--- src/rtl/tmds_timing_param.sv ---
// tmds_timing_param
//   Video timing extractor for the TMDS receiver, rx0_pclk domain. It sits
//   after the DVI decoder and feeds the line FIFO/packetiser. Sync polarity
//   is normalised, the active window is tracked, and active pixels and lines
//   are counted. An index is emitted that advances SEGS times per active line.
//   A frame-lock FSM marks the timing as stable once consecutive frames
//   measure identically.
//
//   Optional build macro: TMDS_TIMING_MEASURE_EN
//     defined   : meas_htotal/meas_vtotal capture the measured line/frame
//                 totals at each vsync rising edge
//     undefined : meas_htotal/meas_vtotal are tied to 0 (the lock logic is
//                 unchanged)
//
// Ports
//   rx0_pclk     in   pixel clock
//   rstbtn_n     in   asynchronous active-low reset
//   rx0_hsync    in   raw hsync from decoder (polarity per HS_POL)
//   rx0_vsync    in   raw vsync from decoder (polarity per VS_POL)
//   video_en     out  hactive & vactive
//   index        out  segment index (IDX_W)
//   video_hcnt   out  active pixel count within line (HCNT_W)
//   video_vcnt   out  active line count within frame (VCNT_W)
//   locked       out  timing stable
//   lock_lost    out  1-cycle pulse when lock is dropped
//   meas_htotal  out  measured clocks per line (HCNT_W)
//   meas_vtotal  out  measured lines per frame (VCNT_W)
module tmds_timing_param #(
  parameter int unsigned HCNT_W   = 12,
  parameter int unsigned VCNT_W   = 11,
  parameter int unsigned IDX_W    = 12,
  parameter int unsigned H_START  = 219,
  parameter int unsigned H_ACTIVE = 1280,
  parameter int unsigned V_START  = 19,
  parameter int unsigned V_ACTIVE = 720,
  parameter int unsigned SEGS     = 2,
  parameter int unsigned SEG_LEN  = 640,
  parameter bit          HS_POL   = 1'b1,
  parameter bit          VS_POL   = 1'b1,
  parameter int unsigned LOCK_FRM = 2
) (
  input  logic              rx0_pclk,
  input  logic              rstbtn_n,
  input  logic              rx0_hsync,
  input  logic              rx0_vsync,
  output logic              video_en,
  output logic [IDX_W-1:0]  index,
  output logic [HCNT_W-1:0] video_hcnt,
  output logic [VCNT_W-1:0] video_vcnt,
  output logic              locked,
  output logic              lock_lost,
  output logic [HCNT_W-1:0] meas_htotal,
  output logic [VCNT_W-1:0] meas_vtotal
);

  localparam logic [HCNT_W-1:0] H_ONE  = HCNT_W'(1);
  localparam logic [VCNT_W-1:0] V_ONE  = VCNT_W'(1);
  localparam logic [IDX_W-1:0]  I_ONE  = IDX_W'(1);
  localparam logic [HCNT_W-1:0] H_SET  = HCNT_W'(H_START);
  localparam logic [HCNT_W-1:0] H_CLR  = HCNT_W'(H_START + H_ACTIVE);
  localparam logic [VCNT_W-1:0] V_SET  = VCNT_W'(V_START);
  localparam logic [VCNT_W-1:0] V_CLR  = VCNT_W'(V_START + V_ACTIVE);
  localparam logic [3:0]        LOCK_N = 4'(LOCK_FRM);

  typedef enum logic [1:0] {
    SEARCH,
    CHECK,
    LOCKED
  } state_t;

  logic              hs, vs, hs_q, vs_q, hs_edge, vs_edge;
  logic [HCNT_W-1:0] hcounter;
  logic [VCNT_W-1:0] vcounter;
  logic              hsat;
  logic              hactive, vactive;
  logic              seg_hit;

  logic [HCNT_W-1:0] hlen_cnt, hlen_last, cur_h, ref_h;
  logic [VCNT_W-1:0] vlen, cur_v, ref_v;
  logic              match;

  state_t            state, state_n;
  logic [3:0]        match_cnt, match_cnt_n;
  logic              lost_n;

  // Normalise to active-high syncs
  assign hs      = rx0_hsync ^ ~HS_POL;
  assign vs      = rx0_vsync ^ ~VS_POL;
  assign hs_edge = hs & ~hs_q;
  assign vs_edge = vs & ~vs_q;
  assign hsat    = &hcounter;

  assign video_en = hactive & vactive;

  always_ff @(posedge rx0_pclk or negedge rstbtn_n) begin
    if (!rstbtn_n) begin
      hs_q     <= 1'b0;
      vs_q     <= 1'b0;
      hcounter <= '0;
      vcounter <= '0;
      hactive  <= 1'b0;
      vactive  <= 1'b0;
    end else begin
      hs_q <= hs;
      vs_q <= vs;

      if (hs)         hcounter <= '0;
      else if (!hsat) hcounter <= hcounter + H_ONE;

      if (vs)           vcounter <= '0;
      else if (hs_edge) vcounter <= vcounter + V_ONE;

      if (hcounter == H_SET)      hactive <= 1'b1;
      else if (hcounter == H_CLR) hactive <= 1'b0;

      if (vcounter == V_SET)      vactive <= 1'b1;
      else if (vcounter == V_CLR) vactive <= 1'b0;
    end
  end

  // Segment boundaries after the first one inside the active line
  always_comb begin
    seg_hit = 1'b0;
    for (int unsigned k = 1; k < SEGS; k++) begin
      if (hcounter == HCNT_W'(H_START + k * SEG_LEN)) seg_hit = 1'b1;
    end
  end

  always_ff @(posedge rx0_pclk or negedge rstbtn_n) begin
    if (!rstbtn_n) begin
      video_hcnt <= '0;
      video_vcnt <= '0;
      index      <= '0;
    end else begin
      video_hcnt <= video_en ? video_hcnt + H_ONE : '0;

      if (!vactive)     video_vcnt <= '0;
      else if (hs_edge) video_vcnt <= video_vcnt + V_ONE;

      // The clear is not gated by vactive, so blanking lines park the index at 0
      // and the first active line always starts from 0.
      if (hcounter == H_SET) begin
        if (video_vcnt == '0) index <= '0;
        else if (vactive)     index <= index + I_ONE;
      end else if (seg_hit && vactive) begin
        index <= index + I_ONE;
      end
    end
  end

  // A coincident hs_edge belongs to the closing line/frame
  assign cur_h = hs_edge ? hlen_cnt : hlen_last;
  assign cur_v = hs_edge ? vlen + V_ONE : vlen;
  assign match = (cur_h == ref_h) && (cur_v == ref_v);

  always_ff @(posedge rx0_pclk or negedge rstbtn_n) begin
    if (!rstbtn_n) begin
      hlen_cnt  <= '0;
      hlen_last <= '0;
      vlen      <= '0;
      ref_h     <= '0;
      ref_v     <= '0;
    end else begin
      if (hs_edge) begin
        hlen_cnt  <= H_ONE;
        hlen_last <= hlen_cnt;
      end else if (!(&hlen_cnt)) begin
        hlen_cnt <= hlen_cnt + H_ONE;
      end

      if (vs_edge) begin
        vlen  <= '0;
        ref_h <= cur_h;
        ref_v <= cur_v;
      end else if (hs_edge) begin
        vlen <= vlen + V_ONE;
      end
    end
  end

  always_comb begin
    state_n     = state;
    match_cnt_n = match_cnt;
    lost_n      = 1'b0;
    if (hsat) begin
      // No hsync for a whole counter span: timing is gone
      state_n     = SEARCH;
      match_cnt_n = '0;
      lost_n      = (state == LOCKED);
    end else if (vs_edge) begin
      unique case (state)
        SEARCH: begin
          state_n     = CHECK;
          match_cnt_n = '0;
        end
        CHECK: begin
          if (match) begin
            match_cnt_n = match_cnt + 4'd1;
            if (match_cnt + 4'd1 == LOCK_N) state_n = LOCKED;
          end else begin
            match_cnt_n = '0;
          end
        end
        LOCKED: begin
          if (!match) begin
            state_n = SEARCH;
            lost_n  = 1'b1;
          end
        end
        default: state_n = SEARCH;
      endcase
    end
  end

  always_ff @(posedge rx0_pclk or negedge rstbtn_n) begin
    if (!rstbtn_n) begin
      state     <= SEARCH;
      match_cnt <= '0;
      locked    <= 1'b0;
      lock_lost <= 1'b0;
    end else begin
      state     <= state_n;
      match_cnt <= match_cnt_n;
      locked    <= (state_n == LOCKED);
      lock_lost <= lost_n;
    end
  end

`ifdef TMDS_TIMING_MEASURE_EN
  always_ff @(posedge rx0_pclk or negedge rstbtn_n) begin
    if (!rstbtn_n) begin
      meas_htotal <= '0;
      meas_vtotal <= '0;
    end else if (vs_edge) begin
      meas_htotal <= cur_h;
      meas_vtotal <= cur_v;
    end
  end
`else
  assign meas_htotal = '0;
  assign meas_vtotal = '0;
`endif

endmodule

--- config.mk ---
export PLATFORM = sky130hd
export DESIGN_NAME = tmds_timing_param
export DESIGN_NICKNAME = d
export VERILOG_FILES = /design/src/rtl/tmds_timing_param.sv
export SDC_FILE = /design/constraint.sdc
export NUM_CORES = 1
export LEC_CHECK = 0
export ABC_AREA = 1
export BUFFER_PORTS_ARGS = -buffer_cell sky130_fd_sc_hd__buf_2
export CAP_MARGIN = 20
export CORE_MARGIN = 8
export CORE_UTILIZATION = 60
export CTS_CLUSTER_SIZE = 40
export DETAILED_ROUTE_END_ITERATION = 12
export PLACE_DENSITY = 0.81
export SKIP_LAST_GASP = 1
export SYNTH_ARGS = -nofsm -noshare
export SYNTH_HDL_FRONTEND = slang
export SYNTH_SLANG_ARGS = --single-unit
--- constraint.sdc ---
create_clock -name rx0_pclk -period 3.2 [get_ports rx0_pclk]
set_input_delay 0.48 -clock rx0_pclk [delete_from_list [all_inputs] [get_ports rx0_pclk]]
set_output_delay 0.48 -clock rx0_pclk [all_outputs]
set_load 0.1 [all_outputs]
==> results of run 1 <==
==> cell usage in the layout (no fill, tap or decap), types with 4 or more instances in the layout <==
cell type / Yosys / final
sky130_fd_sc_hd__a21oi_1: 38 / 38
sky130_fd_sc_hd__buf_2: 2 / 40
sky130_fd_sc_hd__buf_4: 24 / 5
sky130_fd_sc_hd__clkbuf_16: 0 / 16
sky130_fd_sc_hd__clkbuf_8: 0 / 5
sky130_fd_sc_hd__conb_1: 1 / 23
sky130_fd_sc_hd__dfrtp_1: 128 / 128
sky130_fd_sc_hd__ha_1: 10 / 10
sky130_fd_sc_hd__inv_1: 119 / 119
sky130_fd_sc_hd__nand2_1: 215 / 215
sky130_fd_sc_hd__nand3_1: 72 / 72
sky130_fd_sc_hd__nand3b_1: 6 / 6
sky130_fd_sc_hd__nand4_1: 11 / 11
sky130_fd_sc_hd__nor2_1: 74 / 74
sky130_fd_sc_hd__nor3_1: 28 / 28
sky130_fd_sc_hd__nor4_1: 5 / 5
sky130_fd_sc_hd__o21ai_0: 66 / 66
sky130_fd_sc_hd__o21ai_1: 4 / 4
sky130_fd_sc_hd__o21bai_1: 4 / 4
sky130_fd_sc_hd__xor2_1: 7 / 7
==> per-layer routing <==
| metal | vias up | part of all wire, % |
|---|---|---|
| met3 | 18 | 4.5 |
| met5 | - | 0 |
| li1 | 2869 | - |
| met2 | 104 | 49 |
| met4 | 0 | 1.5 |
| met1 | 2672 | 45 |
==> metrics by stage <==
step	worst slack [ns]	utilization, %	hold slack (ns)
global route	0.468	69.5	0.118
global placement	0.725	64.1	0.478
finish	0.752	69.5	0.138
floorplan	0.876	-	0.184
detailed placement	0.672	64.1	0.482
CTS	0.739	69.5	0.121
==> power by group <==
group	switching (mW)	leakage [nW]	internal [mW]	total (mW)
Sequential	0.0526	1.75	1.70	1.75
Clock	0.663	0.291	1.26	1.92
Combinational	0.351	1.78	0.110	0.461
==> area by class of cell <==
| type | instances | area share (%) |
|---|---|---|
| Clock buffer | 24 | 6.35 |
| Clock inverter | 6 | 1.39 |
| Inverter | 121 | 6.03 |
| Multi-Input combinational cell | 599 | 38.1 |
| Sequential cell | 128 | 42.3 |
| Tap cell | 140 | 2.31 |
| Timing Repair Buffer | 47 | 3.54 |
==> cell families (layout without fill, tap and decap cells) <==
kind of cell,after synthesis,in the layout,share of synthesized area (%)
AND/OR/NAND/NOR,429,429,28.2
buffers and inverters,159,198,10.8
flip-flops,128,128,47.6
AO/OA/AOI/OAI,126,126,10.1
adder cells (fa/ha/maj),10,10,1.86
XOR/XNOR,10,10,1.30
other,1,23,0.0557
multiplexers,1,1,0.149
==> timing repair <==
| action | 4_1_cts | 5_1_grt |
|---|---|---|
| hold buffers | 1 | 0 |
| hold endpoints to repair | 40 | 0 |
| buffers inserted | 0 | 0 |
==> worst max path at each step <==
| stage | to | slack (ns) | cells past startpoint |
|---|---|---|---|
| 2_1_floorplan | video_vcnt[10] | 0.88 | 10 |
| 3_3_place_gp | match_cnt[3] | 0.72 | 11 |
| 3_5_place_dp | match_cnt[3] | 0.67 | 11 |
| 4_1_cts | video_en | 0.74 | 4 |
| 5_1_grt | index[4] | 0.47 | 9 |
| 6_report | index[4] | 0.75 | 9 |
==> flip-flops by register name, indices dropped and copies added, names as in the netlist <==
signal      count
hcounter       12
video_vcnt     11
video_hcnt     12
state           2
lock_lost       1
index          12
ref_v          11
vcounter       11
hlen_last      12
hs_q            1
vs_q            1
vlen           11
hactive         1
match_cnt       4
vactive         1
ref_h          12
locked          1
hlen_cnt       12
==> parameters.txt, run 1 <==
Parameter                              Value

Run status
  Outcome ... completed

Clocking
  CTS tree ... built
  Maximum buffer depth of the clock tree ... 2
  Clock-pin slew on the worst setup and hold paths ... 0.05 ns
  Resize count post-CTS ... 0
  Later-pin clock latency in the skew report ... 0.53 ns
  Clock buffers created by TritonCTS ... 17
  H-tree depth ... 4
  CTS Root Cell ... sky130_fd_sc_hd__clkbuf_8
  Sinks on the clock net ... 128

Finish
  Sequential standard cell area ... 3200 um2
  Non-filler instance count after layout ... 1065
  Total area of multi-input combinational cells ... 2880 um2
  Antenna diode count ... 0
  Synth-to-layout area growth ... 12.5%
  Share of layout cells above drive strength 1 ... 9.73%
  Filler Cell Count ... 889
  Net count of the finished layout ... 928
  Post-route cell area ... 7570 um2

GRT
  Largest net degree at the start of global routing ... 58
  Global routing met3 resource utilization ... 5.65%
  Number of global-route vias before repair ... 5604
  Met1 Track Usage GR ... 24.3%
  Most utilized layer in the global route result ... met2
  Global routing met2 resource utilization ... 35.5%
  Gr ovfl total ... 0
  Global-route total usage across every layer ... 20.6%
  First-pass GRT wire length ... 24700 um
  Antenna violations before repair ... 0

Routing
  Per-cell via count in the routed design ... 5.32
  Count of vias placed by the detailed router ... 5663
  Average wire per standard cell ... 13.4 um
  Wire length reported by the detailed router ... 14300 um
  Post-route DRC ... 0
  Starting DRC count in detailed routing ... 406
  Residual antenna-violating net count after detailed routing ... 0
  1st-pass router iterations ... 5

Worst setup path
  Type of origin of the critical path ... flip-flop
  Path depth of the worst reg2reg path ... 9
  Max stage delay on crit path ... 0.52 ns
  Reg-to-reg endpoint ... index[4]
  CP Buf/Inv Count ... 2
  Category of cells accounting for the largest share of critical-path delay ... simple AND/OR/NAND/NOR gates
  Ordered cell list for the critical path ... inv_1, ha_1, nand4_1, nor4_1, nand2_1, nand2_1, inv_1, nand2_1, o21ai_0
  Critical path startpoint ... video_vcnt[0]
  Worst Path Class, Setup ... reg -> reg
  Beginning of the worst register-to-register path ... video_vcnt[0]
  Data arrival time of the critical path ... 2.84 ns
  Worst path slowest cell ... sky130_fd_sc_hd__nor4_1
  Cell type with the highest occurrence count on the critical path ... sky130_fd_sc_hd__nand2_1
  Reg2reg setup slack ... 0.75 ns
  Req. time, crit path ... 3.60 ns
  Highest net fanout along the worst path ... 13
  Critical path endpoint category ... flip-flop

Floorplan
  Top-Level Pins ... 65
  Initial Util ... 61.8%
  Die area ... 14900 um2
  Horizontal die dimension ... 122 um
  Placement Rows ... 38
  Area of the placeable core ... 10900 um2
  Die H ... 122 um

Flow run
  Count of max-cap constraint violations ... 0

Placed design
  Area of placed instances ... 6980 um2
  Count of buffers inserted at the top-level ports ... 41
  Estimated wirelength of the detail-placed design ... 9610 um
  Final weighted congestion in routability-driven placement ... 0.868
  Number of placed instances with taps included ... 1034

Synth
  Top cell types by occurrence after synthesis ... 215 x sky130_fd_sc_hd__nand2_1, 128 x sky130_fd_sc_hd__dfrtp_1, 119 x sky130_fd_sc_hd__inv_1
  Largest cells by area after synthesis ... sky130_fd_sc_hd__dfrtp_1 48%, sky130_fd_sc_hd__nand2_1 12%, sky130_fd_sc_hd__inv_1 6.6%, sky130_fd_sc_hd__nand3_1 5.4%, sky130_fd_sc_hd__o21ai_0 4.9%
  Top cell type by total area after synthesis ... sky130_fd_sc_hd__dfrtp_1
  Primary flip-flop cell chosen by synthesis mapping ... sky130_fd_sc_hd__dfrtp_1
  Post-synthesis cell area ... 6730 um2
  EDFF count, synth ... 0
  Syn. warnings ... 0
  Post-synthesis register bit count ... 128
  Avg Cell Area, Syn ... 7.79 um2
  Distinct cells, synth ... 44
  Post-synth ARST share ... 100%
  Sequential area share after synthesis ... 47.6%
  Most used standard cell by instance count after synthesis ... sky130_fd_sc_hd__nand2_1
  Number of instances in the synthesized netlist ... 864
  Area share of the largest cell type after synthesis ... 47.6%

Worst hold path
  Number of cells on the worst hold path ... 1
  Hold Path Class ... in -> reg
  Beginning of the worst hold path ... rx0_vsync
  Worst Hold Path EP ... vs_q

Timing
  Setup repair after global routing missed its margin ... false
  Worst relative slew slack ... 60.1%
  Max-slew violation count ... 0
  Transition at the pin with the smallest max-transition slack ... 0.594 ns
  Clock period minus worst slack ... 2.45 ns
  Final Skew ... 0.00736 ns
  Maximum clock rate ... 409 MHz
  Setup Viol. Count Final ... 0
  Setup tns final ... 0 ns
  Number of hold violations in the final report ... 0
  Fin crit share ... 76.5%

Power and ir drop
  Highest ir drop seen on vdd ... 0.000436 V
  Leakage Power ... 3.82 nW
  Overall power consumption ... 4.13 mW
  Power density cells ... 546 nW/um2
No activity file was read; power rests on OpenSTA's default activity.
==> run 2, diff against run 1 <==
- CORE_UTILIZATION: 60 -> 54
- PLACE_DENSITY: 0.81 -> 0.77
- clock period: 3.2 -> 2.2 ns (I/O delays scaled with it)
==> run 2 against run 1 <==
  * Sequential power up 46%
  * Sequential cell count unchanged
  * Maximum frequency up 24%
  * Final cell count up 3.9%
  * Total power up 46%
  * Core utilization down 5.4 points
  * Global-route usage down 1.6 points
  * Via count up 0.28%
  * Critical path depth up 5
  * Clock power up 45%
  * Largest cell class unchanged
  * Highest routed layer unchanged
==> parameters.txt, run 2 (same netlist as run 1, synthesis figures left out) <==
Parameter                              Value

Run status
  Outcome ... completed

Finish
  Most common cell after layout, fill and taps aside ... sky130_fd_sc_hd__nand2_1
  Top library cells by usage in the layout, fill and taps aside ... 215 x sky130_fd_sc_hd__nand2_1, 122 x sky130_fd_sc_hd__dfrtp_1, 119 x sky130_fd_sc_hd__inv_1
  Filler Cell Count ... 1022
  Share of layout cells above drive strength 1 ... 12.1%
  Total area of multi-input combinational cells ... 2900 um2
  Sequential standard cell area ... 3210 um2
  Antenna diode count ... 0
  Net count of the finished layout ... 941
  Synth-to-layout area growth ... 15.4%

GRT
  Antenna violations before repair ... 0
  First-pass GRT wire length ... 24900 um
  Gr ovfl total ... 0
  Global-route total usage across every layer ... 19.0%
  Number of global-route vias before repair ... 5560
  Largest net degree at the start of global routing ... 64

Worst setup path
  Reg2reg setup slack ... 0.22 ns
  Req. time, crit path ... 2.55 ns
  Data arrival time of the critical path ... 2.33 ns
  Highest net fanout along the worst path ... 10
  Critical path endpoint category ... flip-flop
  Worst Path Class, Setup ... reg -> reg
  Type of origin of the critical path ... flip-flop

Clocking
  CTS Root Cell ... sky130_fd_sc_hd__clkbuf_16
  Sinks on the clock net ... 128
  Later-pin clock latency in the skew report ... 0.43 ns
  H-tree depth ... 4
  Clock buffers created by TritonCTS ... 17
  CTS tree ... built
  Maximum buffer depth of the clock tree ... 2
  Clock-pin slew on the worst setup and hold paths ... 0.05 ns

Power and ir drop
  Leakage Power ... 3.88 nW
  Overall power consumption ... 6.03 mW
  Clk network pwr share ... 46.3%
  Fraction of power spent switching nets ... 26.1%
  Net switching power figure ... 1.57 mW
  Power density cells ... 775 nW/um2
  Internal power of the cells ... 4.45 mW
  Portion of total power attributed to sequential cells ... 42.4%
  Gate power share ... 11.4%
  Highest ir drop seen on vdd ... 0.000614 V

Floorplan
  Die H ... 128 um
  Area of the placeable core ... 12100 um2
  Top-Level Pins ... 65
  Die area ... 16300 um2
  Placement Rows ... 40
  Initial Util ... 55.6%
  Horizontal die dimension ... 128 um

Routing
  Wire length reported by the detailed router ... 14400 um
  1st-pass router iterations ... 6
  Average wire per standard cell ... 13.0 um
  Count of vias placed by the detailed router ... 5679
  Starting DRC count in detailed routing ... 367
  Post-route DRC ... 0
  Residual antenna-violating net count after detailed routing ... 0
  Per-cell via count in the routed design ... 5.13

Placed design
  Estimated wirelength of the detail-placed design ... 10200 um
  Final weighted congestion in routability-driven placement ... 0.845
  Pre-CTS WS ... 0.202 ns
  Count of buffers inserted at the top-level ports ... 41

Timing
  Transition at the pin with the smallest max-transition slack ... 0.511 ns
  Slack of the critical path ... 0.220 ns
  Fin crit share ... 90.0%
  Maximum clock rate ... 505 MHz
  Clock period minus worst slack ... 1.98 ns
  Setup tns final ... 0 ns
  Max-slew violation count ... 0
  Number of hold violations in the final report ... 0
  Setup Viol. Count Final ... 0
  Final Skew ... 0.00951 ns
  Worst relative slew slack ... 65.5%
  Setup repair after global routing missed its margin ... false

Flow run
  Count of max-cap constraint violations ... 0

Worst hold path
  Hold Path Class ... in -> reg
-- run 2: cell count changes in the layout (fill, tap and decap cells not counted), sizes merged --
cell / delta
buf: +13
clkbuf: +1
bufinv: -1
clkinv: +1
-- run 2: worst max-delay path, cell delays in order, from the launching register on --
cell	delay [ns]
sky130_fd_sc_hd__dfrtp_1	0.41
sky130_fd_sc_hd__inv_2	0.12
sky130_fd_sc_hd__buf_4	0.18
sky130_fd_sc_hd__nand3_1	0.10
sky130_fd_sc_hd__nand3_1	0.10
sky130_fd_sc_hd__nand2_1	0.05
sky130_fd_sc_hd__nor2_1	0.13
sky130_fd_sc_hd__nand2_1	0.09
sky130_fd_sc_hd__nor2_1	0.12
sky130_fd_sc_hd__nand2_1	0.06
sky130_fd_sc_hd__nor2_1	0.16
sky130_fd_sc_hd__nand2_1	0.09
sky130_fd_sc_hd__nand2_1	0.11
sky130_fd_sc_hd__nand3_2	0.08
sky130_fd_sc_hd__nor2_1	0.10
-- run 2: metrics by stage --
stage / instance area, um2 / hold WS (ns) / cells / utilization, %
after floorplan: 6820 / 0.0344 / 886 / -
after global placement: 7150 / 0.269 / 1074 / 59.0
after CTS: 7740 / 0.0660 / 1106 / 63.9
final: 7770 / 0.0919 / 1107 / 64.2
after detailed placement: 7150 / 0.271 / 1074 / 59.0
after global routing: 7770 / 0.0770 / 1107 / 64.2
-- run 2: power by group through the flow --
stage	Clock [mW]	Combinational [mW]	Sequential (mW)
4_1_cts	2.84	0.683	2.55
3_5_place_dp	0	0.677	2.59
2_1_floorplan	0	0.564	2.57
6_report	2.79	0.685	2.55
5_1_grt	2.92	0.780	2.57
3_3_place_gp	0	0.664	2.59
-- run 2: final timing paths --
check,from,end,cells after the start
setup / recovery,hs_q,locked,14
hold / removal,rx0_vsync,vs_q,1
setup reg to reg,hs_q,locked,14
hold reg to reg,ref_v[10],ref_v[10],2
max in group asynchronous,rstbtn_n,video_vcnt[1],3
min in group asynchronous,rstbtn_n,hs_q,2
-- run 2: layer usage --
metal	routed length, um	up-vias	part of all wire, %	track usage, %
met5	0	-	0	0
met3	776	33	5.4	5.70
met2	6600	125	46	29.8
met1	6670	2650	46	23.4
met4	299	0	2.1	9.09
li1	-	2871	-	-
-- run 2: area by class of cell --
cell class	instances	share of cell area, %
Clock inverter	6	1.03
Tap cell	168	2.70
Clock buffer	25	6.50
Timing Repair Buffer	60	5.22
Multi-Input combinational cell	599	37.4
Sequential cell	128	41.3
Inverter	121	5.88
-- run 2: timing repair --
action,in CTS,in global routing
buffers inserted,0,1
hold endpoints to repair,23,0
endpoints found under the setup margin,0,9
hold buffers,1,0
gates resized for setup,0,5
